--- src/rtl/hazard_pkg.sv ---
`default_nettype none
// ============================================================================
// Module   : hazard_pkg
// Purpose  : Shared definitions for the pipeline hazard controller.
//            - Forwarding select codes.
//            - Result-class, operand-use-stage and MDU-start enumerations.
//            - Helpers returning the cycles-until-result (tnew) of a
//              producer sitting in E or M.
// Revision : 1.0 - initial release
// ============================================================================
package hazard_pkg;

    // Forwarding select codes shared by every bypass multiplexer
    localparam logic [2:0] SEL_RF     = 3'b000;
    localparam logic [2:0] SEL_PC8_E  = 3'b001;
    localparam logic [2:0] SEL_ALU_M  = 3'b010;
    localparam logic [2:0] SEL_HILO_M = 3'b011;
    localparam logic [2:0] SEL_PC8_M  = 3'b100;
    localparam logic [2:0] SEL_WTDT   = 3'b101;

    // Class of value a producing instruction writes back
    typedef enum logic [1:0] {
        RES_ALU  = 2'd0,
        RES_HILO = 2'd1,
        RES_PC8  = 2'd2,
        RES_LOAD = 2'd3
    } res_class_e;

    // Pipeline stage in which a consumer first needs an operand
    typedef enum logic [1:0] {
        TUSE_D    = 2'd0,
        TUSE_E    = 2'd1,
        TUSE_M    = 2'd2,
        TUSE_NONE = 2'd3
    } tuse_e;

    // Multiply/divide start request carried with the instruction
    typedef enum logic [1:0] {
        MD_NONE = 2'd0,
        MD_MULT = 2'd1,
        MD_DIV  = 2'd2,
        MD_RSVD = 2'd3
    } md_start_e;

    // Cycles until a producer in E has its result on a bypass path
    function automatic logic [1:0] tnew_in_e(input res_class_e res);
        logic [1:0] t;
        case (res)
            RES_PC8:  t = 2'd0;
            RES_LOAD: t = 2'd2;
            default:  t = 2'd1;
        endcase
        return t;
    endfunction

    // Cycles until a producer in M has its result on a bypass path
    function automatic logic [1:0] tnew_in_m(input res_class_e res);
        return (res == RES_LOAD) ? 2'd1 : 2'd0;
    endfunction

endpackage
`default_nettype wire

--- src/rtl/hazard_ctrl_if.sv ---
`default_nettype none
// ============================================================================
// Module   : hazard_ctrl_if
// Purpose  : Bundle between the datapath (master) and the hazard controller
//            (slave).
//   master -> slave : rs_D, rt_D, tuse_rs_D, tuse_rt_D, wa_D, res_D,
//                     md_start_D, md_use_D (decode-stage fields)
//   slave -> master : sel_RS_D, sel_RT_D, sel_RS_E, sel_RT_E, sel_RT_M,
//                     stall, clr_E, md_busy, stall_cnt
// Revision : 1.0 - initial release
// ============================================================================
interface hazard_ctrl_if;
    import hazard_pkg::*;

    // Decode-stage fields
    logic [4:0] rs_D;
    logic [4:0] rt_D;
    tuse_e      tuse_rs_D;
    tuse_e      tuse_rt_D;
    logic [4:0] wa_D;
    res_class_e res_D;
    md_start_e  md_start_D;
    logic       md_use_D;

    // Controller results
    logic [2:0]  sel_RS_D;
    logic [2:0]  sel_RT_D;
    logic [2:0]  sel_RS_E;
    logic [2:0]  sel_RT_E;
    logic        sel_RT_M;
    logic        stall;
    logic        clr_E;
    logic        md_busy;
    logic [31:0] stall_cnt;

    modport master (
        output rs_D, rt_D, tuse_rs_D, tuse_rt_D, wa_D, res_D, md_start_D,
               md_use_D,
        input  sel_RS_D, sel_RT_D, sel_RS_E, sel_RT_E, sel_RT_M, stall,
               clr_E, md_busy, stall_cnt
    );

    modport slave (
        input  rs_D, rt_D, tuse_rs_D, tuse_rt_D, wa_D, res_D, md_start_D,
               md_use_D,
        output sel_RS_D, sel_RT_D, sel_RS_E, sel_RT_E, sel_RT_M, stall,
               clr_E, md_busy, stall_cnt
    );

endinterface
`default_nettype wire

--- src/rtl/hazard_ctrl_fwd_sel.sv ---
`default_nettype none
// ============================================================================
// Module   : fwd_sel
// Purpose  : Forwarding select and producer tnew for one source operand,
//            searching the E, M and W shadow stages nearest-first.
//   i_src            source register number
//   i_wa_e/i_res_e   E-stage destination and class (tie i_wa_e to 0 for
//                    operands that are themselves in E)
//   i_wa_m/i_res_m   M-stage destination and class
//   i_wa_w           W-stage destination
//   o_sel            3-bit bypass select
//   o_tnew           cycles until the nearest matching producer's result
//                    is available (0 when nothing matches)
// Revision : 1.0 - initial release
// ============================================================================
module fwd_sel
    import hazard_pkg::*;
(
    input  wire logic [4:0] i_src,
    input  wire logic [4:0] i_wa_e,
    input  wire logic [1:0] i_res_e,
    input  wire logic [4:0] i_wa_m,
    input  wire logic [1:0] i_res_m,
    input  wire logic [4:0] i_wa_w,
    output logic      [2:0] o_sel,
    output logic      [1:0] o_tnew
);

    logic       w_hit_e;
    logic       w_hit_m;
    logic       w_hit_w;
    res_class_e w_res_e;
    res_class_e w_res_m;

    // A zero destination means "no write", so $0 can never match
    assign w_hit_e = (i_wa_e != 5'd0) && (i_wa_e == i_src);
    assign w_hit_m = (i_wa_m != 5'd0) && (i_wa_m == i_src);
    assign w_hit_w = (i_wa_w != 5'd0) && (i_wa_w == i_src);
    assign w_res_e = res_class_e'(i_res_e);
    assign w_res_m = res_class_e'(i_res_m);

    // Only the nearest producer is considered; an older match further down
    // the pipe holds a stale value.
    always_comb begin
        o_sel  = SEL_RF;
        o_tnew = 2'd0;
        if (w_hit_e) begin
            o_tnew = tnew_in_e(w_res_e);
            // Only a link address is ready while its producer is in E
            if (w_res_e == RES_PC8) begin
                o_sel = SEL_PC8_E;
            end
        end else if (w_hit_m) begin
            o_tnew = tnew_in_m(w_res_m);
            case (w_res_m)
                RES_ALU:  o_sel = SEL_ALU_M;
                RES_HILO: o_sel = SEL_HILO_M;
                RES_PC8:  o_sel = SEL_PC8_M;
                default:  o_sel = SEL_RF;
            endcase
        end else if (w_hit_w) begin
            o_sel = SEL_WTDT;
        end
    end

endmodule
`default_nettype wire

--- src/rtl/hazard_ctrl.sv ---
`default_nettype none
// ============================================================================
// Module   : hazard_ctrl
// Purpose  : Hazard controller for the five-stage MIPS core. Keeps a shadow
//            pipeline of destination tags/result classes for E, M and W,
//            produces the bypass selects, load-use / late-result stalls and
//            tracks multiply/divide busy time.
// Params   : MULT_CYCLES - busy cycles for mult/multu
//            DIV_CYCLES  - busy cycles for div/divu
// Ports    : clk   - system clock
//            rst_n - synchronous active-low reset
//            hz    - hazard_ctrl_if.slave (decode fields in, selects,
//                    stall, clr_E, md_busy, stall_cnt out)
// Macro    : HAZARD_STALL_CNT_EN - when defined, stall_cnt counts stall
//            cycles since reset; otherwise stall_cnt is tied to 0.
// Revision : 1.0 - initial release
// ============================================================================
module hazard_ctrl
    import hazard_pkg::*;
#(
    parameter int MULT_CYCLES = 5,
    parameter int DIV_CYCLES  = 10
) (
    input  wire logic    clk,
    input  wire logic    rst_n,
    hazard_ctrl_if.slave hz
);

    localparam int c_MD_MAX = (MULT_CYCLES > DIV_CYCLES) ? MULT_CYCLES
                                                         : DIV_CYCLES;
    localparam int c_CNT_W  = $clog2(c_MD_MAX + 1);

    // ------------------------------------------------------------------
    // Shadow pipeline
    // ------------------------------------------------------------------
    logic [4:0] r_rs_E;
    logic [4:0] r_rt_E;
    logic [4:0] r_wa_E;
    res_class_e r_res_E;
    md_start_e  r_md_start_E;
    logic [4:0] r_rt_M;
    logic [4:0] r_wa_M;
    res_class_e r_res_M;
    logic [4:0] r_wa_W;

    logic [c_CNT_W-1:0] r_md_cnt;

    logic [1:0] w_tnew_rs_d;
    logic [1:0] w_tnew_rt_d;
    logic [1:0] w_tnew_rs_e;
    logic [1:0] w_tnew_rt_e;
    logic       w_unused_tnew_e;
    logic [1:0] w_tuse_rs;
    logic [1:0] w_tuse_rt;
    logic       w_stall_rs;
    logic       w_stall_rt;
    logic       w_stall_md;
    logic       w_md_busy;
    logic       w_stall;

    // ------------------------------------------------------------------
    // Operand select units
    // ------------------------------------------------------------------
    fwd_sel u_fwd_rs_d (
        .i_src   (hz.rs_D),
        .i_wa_e  (r_wa_E),
        .i_res_e (r_res_E),
        .i_wa_m  (r_wa_M),
        .i_res_m (r_res_M),
        .i_wa_w  (r_wa_W),
        .o_sel   (hz.sel_RS_D),
        .o_tnew  (w_tnew_rs_d)
    );

    fwd_sel u_fwd_rt_d (
        .i_src   (hz.rt_D),
        .i_wa_e  (r_wa_E),
        .i_res_e (r_res_E),
        .i_wa_m  (r_wa_M),
        .i_res_m (r_res_M),
        .i_wa_w  (r_wa_W),
        .o_sel   (hz.sel_RT_D),
        .o_tnew  (w_tnew_rt_d)
    );

    // Operands already in E have no E-stage producer ahead of them, so the
    // E search is disabled by a zero tag; PC8_E can therefore never appear.
    fwd_sel u_fwd_rs_e (
        .i_src   (r_rs_E),
        .i_wa_e  (5'd0),
        .i_res_e (RES_ALU),
        .i_wa_m  (r_wa_M),
        .i_res_m (r_res_M),
        .i_wa_w  (r_wa_W),
        .o_sel   (hz.sel_RS_E),
        .o_tnew  (w_tnew_rs_e)
    );

    fwd_sel u_fwd_rt_e (
        .i_src   (r_rt_E),
        .i_wa_e  (5'd0),
        .i_res_e (RES_ALU),
        .i_wa_m  (r_wa_M),
        .i_res_m (r_res_M),
        .i_wa_w  (r_wa_W),
        .o_sel   (hz.sel_RT_E),
        .o_tnew  (w_tnew_rt_e)
    );

    // E-stage operands are never stalled on, their tnew is informational
    assign w_unused_tnew_e = |{w_tnew_rs_e, w_tnew_rt_e};

    // Store data in M can still pick up the value being written back
    assign hz.sel_RT_M = (r_rt_M != 5'd0) && (r_rt_M == r_wa_W);

    // ------------------------------------------------------------------
    // Stall generation
    // ------------------------------------------------------------------
    assign w_tuse_rs  = hz.tuse_rs_D;
    assign w_tuse_rt  = hz.tuse_rt_D;
    assign w_stall_rs = (hz.tuse_rs_D != TUSE_NONE) && (w_tnew_rs_d > w_tuse_rs);
    assign w_stall_rt = (hz.tuse_rt_D != TUSE_NONE) && (w_tnew_rt_d > w_tuse_rt);

    // An MDU op starting in E has not loaded the counter yet, so it must be
    // treated as busy too.
    assign w_md_busy  = (r_md_cnt != '0);
    assign w_stall_md = hz.md_use_D && (w_md_busy || (r_md_start_E != MD_NONE));
    assign w_stall    = w_stall_rs || w_stall_rt || w_stall_md;

    assign hz.stall   = w_stall;
    assign hz.clr_E   = w_stall;
    assign hz.md_busy = w_md_busy;

    // ------------------------------------------------------------------
    // Shadow register advance
    // ------------------------------------------------------------------
    always_ff @(posedge clk) begin
        if (!rst_n) begin
            r_rs_E       <= 5'd0;
            r_rt_E       <= 5'd0;
            r_wa_E       <= 5'd0;
            r_res_E      <= RES_ALU;
            r_md_start_E <= MD_NONE;
            r_rt_M       <= 5'd0;
            r_wa_M       <= 5'd0;
            r_res_M      <= RES_ALU;
            r_wa_W       <= 5'd0;
        end else begin
            if (w_stall) begin
                // Bubble: no destination, no MDU start
                r_rs_E       <= 5'd0;
                r_rt_E       <= 5'd0;
                r_wa_E       <= 5'd0;
                r_res_E      <= RES_ALU;
                r_md_start_E <= MD_NONE;
            end else begin
                r_rs_E       <= hz.rs_D;
                r_rt_E       <= hz.rt_D;
                r_wa_E       <= hz.wa_D;
                r_res_E      <= hz.res_D;
                r_md_start_E <= hz.md_start_D;
            end
            r_rt_M  <= r_rt_E;
            r_wa_M  <= r_wa_E;
            r_res_M <= r_res_E;
            r_wa_W  <= r_wa_M;
        end
    end

    // ------------------------------------------------------------------
    // MDU busy counter: a new start always reloads, never accumulates
    // ------------------------------------------------------------------
    always_ff @(posedge clk) begin
        if (!rst_n) begin
            r_md_cnt <= '0;
        end else if (r_md_start_E == MD_MULT) begin
            r_md_cnt <= c_CNT_W'(MULT_CYCLES);
        end else if (r_md_start_E != MD_NONE) begin
            r_md_cnt <= c_CNT_W'(DIV_CYCLES);
        end else if (r_md_cnt != '0) begin
            r_md_cnt <= r_md_cnt - c_CNT_W'(1);
        end
    end

    // ------------------------------------------------------------------
    // Stall cycle counter
    // ------------------------------------------------------------------
`ifdef HAZARD_STALL_CNT_EN
    logic [31:0] r_stall_cnt;

    always_ff @(posedge clk) begin
        if (!rst_n) begin
            r_stall_cnt <= 32'd0;
        end else if (w_stall) begin
            r_stall_cnt <= r_stall_cnt + 32'd1;
        end
    end

    assign hz.stall_cnt = r_stall_cnt;
`else
    assign hz.stall_cnt = 32'd0;
`endif

endmodule
`default_nettype wire

--- src/flat_wrapper.sv ---
// flat-port wrapper written by rule: the top's interface ports become plain ports
module hazard_ctrl_flat import hazard_pkg::*;
#(
    parameter int MULT_CYCLES = 5,
    parameter int DIV_CYCLES  = 10
)
  (clk, rst_n, hz_rs_D, hz_rt_D, hz_tuse_rs_D, hz_tuse_rt_D, hz_wa_D, hz_res_D, hz_md_start_D, hz_md_use_D, hz_sel_RS_D, hz_sel_RT_D, hz_sel_RS_E, hz_sel_RT_E, hz_sel_RT_M, hz_stall, hz_clr_E, hz_md_busy, hz_stall_cnt);
  hazard_ctrl_if hz_i ();
  input  wire logic clk;
  input  wire logic rst_n;
  input wire logic [$bits(hz_i.rs_D)-1:0] hz_rs_D;
  input wire logic [$bits(hz_i.rt_D)-1:0] hz_rt_D;
  input wire logic [$bits(hz_i.tuse_rs_D)-1:0] hz_tuse_rs_D;
  input wire logic [$bits(hz_i.tuse_rt_D)-1:0] hz_tuse_rt_D;
  input wire logic [$bits(hz_i.wa_D)-1:0] hz_wa_D;
  input wire logic [$bits(hz_i.res_D)-1:0] hz_res_D;
  input wire logic [$bits(hz_i.md_start_D)-1:0] hz_md_start_D;
  input wire logic [$bits(hz_i.md_use_D)-1:0] hz_md_use_D;
  output wire logic [$bits(hz_i.sel_RS_D)-1:0] hz_sel_RS_D;
  output wire logic [$bits(hz_i.sel_RT_D)-1:0] hz_sel_RT_D;
  output wire logic [$bits(hz_i.sel_RS_E)-1:0] hz_sel_RS_E;
  output wire logic [$bits(hz_i.sel_RT_E)-1:0] hz_sel_RT_E;
  output wire logic [$bits(hz_i.sel_RT_M)-1:0] hz_sel_RT_M;
  output wire logic [$bits(hz_i.stall)-1:0] hz_stall;
  output wire logic [$bits(hz_i.clr_E)-1:0] hz_clr_E;
  output wire logic [$bits(hz_i.md_busy)-1:0] hz_md_busy;
  output wire logic [$bits(hz_i.stall_cnt)-1:0] hz_stall_cnt;
  assign hz_i.rs_D = hz_rs_D;
  assign hz_i.rt_D = hz_rt_D;
  assign hz_i.tuse_rs_D = hz_tuse_rs_D;
  assign hz_i.tuse_rt_D = hz_tuse_rt_D;
  assign hz_i.wa_D = hz_wa_D;
  assign hz_i.res_D = hz_res_D;
  assign hz_i.md_start_D = hz_md_start_D;
  assign hz_i.md_use_D = hz_md_use_D;
  assign hz_sel_RS_D = hz_i.sel_RS_D;
  assign hz_sel_RT_D = hz_i.sel_RT_D;
  assign hz_sel_RS_E = hz_i.sel_RS_E;
  assign hz_sel_RT_E = hz_i.sel_RT_E;
  assign hz_sel_RT_M = hz_i.sel_RT_M;
  assign hz_stall = hz_i.stall;
  assign hz_clr_E = hz_i.clr_E;
  assign hz_md_busy = hz_i.md_busy;
  assign hz_stall_cnt = hz_i.stall_cnt;
  hazard_ctrl #(.MULT_CYCLES(MULT_CYCLES), .DIV_CYCLES(DIV_CYCLES)) u_core (.clk(clk), .rst_n(rst_n), .hz(hz_i));
endmodule
--- config.mk ---
export PLATFORM = sky130hd
export DESIGN_NAME = hazard_ctrl_flat
export DESIGN_NICKNAME = d
export VERILOG_FILES = /design/src/rtl/hazard_pkg.sv /design/src/rtl/hazard_ctrl_if.sv /design/src/rtl/hazard_ctrl_fwd_sel.sv /design/src/rtl/hazard_ctrl.sv /design/src/flat_wrapper.sv
export SDC_FILE = /design/constraint.sdc
export NUM_CORES = 1
export LEC_CHECK = 0
export ABC_CLOCK_PERIOD_IN_PS = 2860
export CAP_MARGIN = 20
export CORE_ASPECT_RATIO = 0.7
export CORE_MARGIN = 1.5
export CORE_UTILIZATION = 43
export DETAILED_ROUTE_END_ITERATION = 7
export HOLD_SLACK_MARGIN = 0.1
export PLACE_DENSITY = 0.84
export SYNTH_ARGS = -nofsm -noshare
export SYNTH_HDL_FRONTEND = slang
export SYNTH_SLANG_ARGS = --single-unit
--- constraint.sdc ---
create_clock -name clk -period 2.86 [get_ports clk]
set_input_delay 0.572 -clock clk [delete_from_list [all_inputs] [get_ports clk]]
set_output_delay 0.572 -clock clk [all_outputs]
set_load 0.01 [all_outputs]
==> insert_results.sql <==
INSERT INTO impl_metrics (metric_group, metric, value, unit) VALUES
('run_status', 'outcome', 'finished, violations left', ''),
('run_status', 'violated_checks', 'setup timing', ''),
('drt', 'drt_pass1_iterations', '5', ''),
('cells_and_area', 'postLayoutCellArea', '3430', 'sq um'),
('cells_and_area', 'layout_nets', '378', ''),
('global_route', 'grt_pass1_wl', '8.96', 'mm'),
('yosys', 'fraction_of_the_yosys_area_taken_by_sequential_cells', '31.5', '%'),
('timing', 'final-hold-violation-count', '0', ''),
('floorplan', 'die_width', '95.0', 'um'),
('cells_and_area', 'fillCellCount', '486', ''),
('clock_network', 'clkTransAtPathRegs', '0.07', 'ns'),
('yosys', 'syn-instance-count', '279', ''),
('cells_and_area', 'layout_common_cells', '33 x buf_4, 32 x conb_1, 32 x dfxtp_1', ''),
('flow_run', 'drv.max_cap_violation_count', '0', ''),
('placed_design', 'dp_wirelength', '4.41', 'mm'),
('timing', 'setup_ws', '-0.167', 'ns'),
('floorplan', 'placeableCoreArea', '5730', 'sq um'),
('yosys', 'synth-seq-cells', '40', ''),
('worst_setup_path', 'worstSetupPathType', 'flop to primary output', ''),
('timing', 'period_minus_slack', '3.03', 'ns'),
('drt', 'num_vias', '1974', ''),
('timing', 'finalHoldWorstSlack', '0.494', 'ns'),
('placed_design', 'place_worst_setup_slack', '-1.01', 'ns'),
('worst_setup_path', 'worstSetupEndpointType', 'primary output', ''),
('clock_network', 'worst_skew_pair.late_latency', '0.29', 'ns'),
('pwr', 'p_total', '1.83', 'mW'),
('clock_network', 'clock_tree.root_cell', 'clkbuf_8', ''),
('drt', 'drc_errors', '0', ''),
('timing', 'final_min_period_over_clock_period', '106', '%'),
('placed_design', 'gpl.final_weighted_congestion', '0.850', ''),
('floorplan', 'design.portCount', '74', ''),
('pwr', 'power.density_cell_area', '535', 'nW/um^2'),
('cells_and_area', 'syn_to_final_growth', '34.9', '%'),
('timing', 'maxSlewViolCount', '0', ''),
('worst_setup_path', 'crit_required', '2.29', 'ns'),
('global_route', 'vias_in_the_first_global_route', '1940', ''),
('worst_setup_path', 'critical_path.startpoint_type', 'flop', ''),
('floorplan', 'floorplan.die_area', '6400', 'sq um'),
('yosys', 'netlist_top_cells_area', 'dfxtp_1 31%, xnor2_1 12%, buf_4 9.7%', ''),
('yosys', 'yosys.area.top_type', 'dfxtp_1', ''),
('pwr', 'static-leakage-power', '1.59', 'nW'),
('drt', 'post_drt_via_cell_ratio', '4.67', ''),
('yosys', 'synth_area', '2540', 'sq um'),
('worst_setup_path', 'arrival', '2.45', 'ns'),
('floorplan', 'placementRows', '23', ''),
('placed_design', 'dpl-instance-area', '3120', 'sq um'),
('min_path', 'hold_path.class', 'flop to flop', ''),
('cells_and_area', 'final_common_cell', 'buf_4', ''),
('floorplan', 'floorplan.initialDensity', '44.4', '%'),
('global_route', 'maximum_number_of_pins_on_one_net_before_global_route_repair', '21', ''),
('timing', 'max_clock_freq', '330', 'MHz'),
('timing', 'unrepaired_setup_endpoints_after_global_routing', 'true', ''),
('global_route', 'grt.total_usage', '18.7', '%'),
('yosys', 'synth_warn', '0', ''),
('floorplan', 'chipHeight', '67.4', 'um'),
('cells_and_area', 'antenna_fix_cells', '0', ''),
('global_route', 'gr-total-overflow', '0', ''),
('global_route', 'antenna_found_initial', '0', ''),
('drt', 'post_drt_wl_per_cell', '13.8', 'um'),
('placed_design', 'port_buffers', '41', ''),
('yosys', 'ys_types', '40', ''),
('yosys', 'syn_avg_cell_area', '9.12', 'sq um'),
('cells_and_area', 'postLayoutCoreUtil', '59.9', '%'),
('timing', 'worst_clock_skew', '0.00632', 'ns'),
('drt', 'routed_wirelength', '5.85', 'mm'),
('yosys', 'synth_top_area_share', '31.5', '%'),
('worst_setup_path', 'worst-path-max-fanout', '3', ''),
('timing', 'report.final.setup_viol', '2', ''),
('drt', 'postRouteAntennaNets', '0', ''),
('cells_and_area', 'drive_above_1_share', '34.2', '%'),
('clock_network', 'tritoncts', 'built', ''),
('drt', 'drtIter0Drc', '82', ''),
('clock_network', 'ctsHtreeMaxLevel', '2', ''),
('clock_network', 'cts_buffers', '5', ''),
('clock_network', 'cts_buffer_depth', '2', ''),
('pwr', 'vdd_drop_max', '0.000353', 'V'),
('clock_network', 'clock_sinks', '40', '');
[layout make-up]
type / instances / area [sq um] / share of cell area [%]
Sequential cell: 40 / 818 / 23.8
Clock buffer: 6 / 72.6 / 2.11
Multi-Input combinational cell: 216 / 1730 / 50.3
Timing Repair Buffer: 78 / 664 / 19.4
Tap cell: 75 / 93.8 / 2.73
Clock inverter: 2 / 35.0 / 1.02
Inverter: 6 / 22.5 / 0.656
[per-stage QoR]
step | cells | TNS [ns]
4_1_cts | 422 | -0.341
3_5_place_dp | 413 | -13.29
3_3_place_gp | 413 | -11.50
5_1_grt | 423 | -0.552
2_1_floorplan | 310 | 0
6_report | 423 | -0.331
[cell families (layout without fill, tap and decap cells)]
family          Yosys count  after routing  synth area share, %
buf+inv                  54             92                 14.0
other cells               1             32                0.147
fa+ha+maj                 5              5                 2.46
xor+xnor                 56             56                 19.3
compound gates           18             18                 5.65
simple gates             98             98                 24.2
mux                       7              7                 2.85
flops                    40             40                 31.5
[repair_timing]
item / 4_1_cts / 5_1_grt
pin swaps: 19 / 17
resized for setup: 70 / 45
hold buffers: 0 / 0
endpoints found under the setup margin: 30 / 9
gates cloned: 0 / 0
buffers inserted: 1 / 1
[synth_stat cells]
cell type,count
and4b_1,2
xnor2_1,34
nand2_1,5
or3_1,2
nor2_1,8
or4_1,1
buf_2,5
conb_1,1
and2_1,18
nor4_1,6
a21boi_0,1
a21oi_1,2
mux2_2,2
o21a_1,2
and4_1,1
o21ai_0,2
nand2b_1,4
xor2_1,22
nand3_1,12
and2_2,19
a211oi_1,3
o31ai_4,1
mux2i_1,5
nand3b_1,1
a22oi_1,2
a2111o_1,2
buf_6,3
buf_4,33
and2b_2,1
a31oi_1,2
nor4_4,1
dfxtp_1,40
nand4_1,4
ha_1,5
nor2b_1,7
or3b_1,1
clkbuf_1,7
nor3_1,5
a21boi_1,1
inv_1,6
[critical path, cell delays in order, from the launching register on]
cell	delay, ns
dfxtp_2	0.33
buf_6	0.12
xnor2_2	0.21
nand3_2	0.11
or3_4	0.43
mux2_4	0.23
ha_4	0.12
and2b_2	0.21
o21ai_2	0.16
nand3_2	0.11
buf_6	0.14
[sequential cells by signal, summed over array words and instances, names as in the netlist]
| name | cells |
|---|---|
| u_core.r_rt_M | 5 |
| u_core.r_rt_E | 5 |
| u_core.r_wa_W | 5 |
| u_core.r_res_E | 2 |
| u_core.r_res_M | 2 |
| u_core.r_wa_E | 5 |
| u_core.r_md_start_E | 2 |
| u_core.r_rs_E | 5 |
| u_core.r_md_cnt | 4 |
| u_core.r_wa_M | 5 |
[worst paths after layout]
kind                          startpoint                           end  slack (ns)  cells after the start
max          u_core.r_wa_E[3]$_SDFF_PP0_                      hz_stall       -0.17                     10
min reg2reg  u_core.r_wa_E[4]$_SDFF_PP0_   u_core.r_wa_M[4]$_SDFF_PN0_        0.49                      1
max reg2reg  u_core.r_wa_E[3]$_SDFF_PP0_  u_core.r_res_E[0]$_SDFF_PP0_        0.22                     11
min          u_core.r_wa_E[4]$_SDFF_PP0_   u_core.r_wa_M[4]$_SDFF_PN0_        0.49                      1
[metal layers]
layer	vias to the layer above	GRT usage, %	wire, um
li1	987	-	-
met1	905	22.0	2500
met2	73	34.0	2940
met3	9	4.73	312
met4	0	5.22	88
met5	-	0	0
[where the power goes]
group | switching, mW | leakage, nW | internal [mW] | total [mW]
sequential | 0.0656 | 0.332 | 0.624 | 0.690
combinational | 0.324 | 1.20 | 0.376 | 0.699
clock | 0.187 | 0.0552 | 0.259 | 0.445
Power figures use the tool's default switching activity.
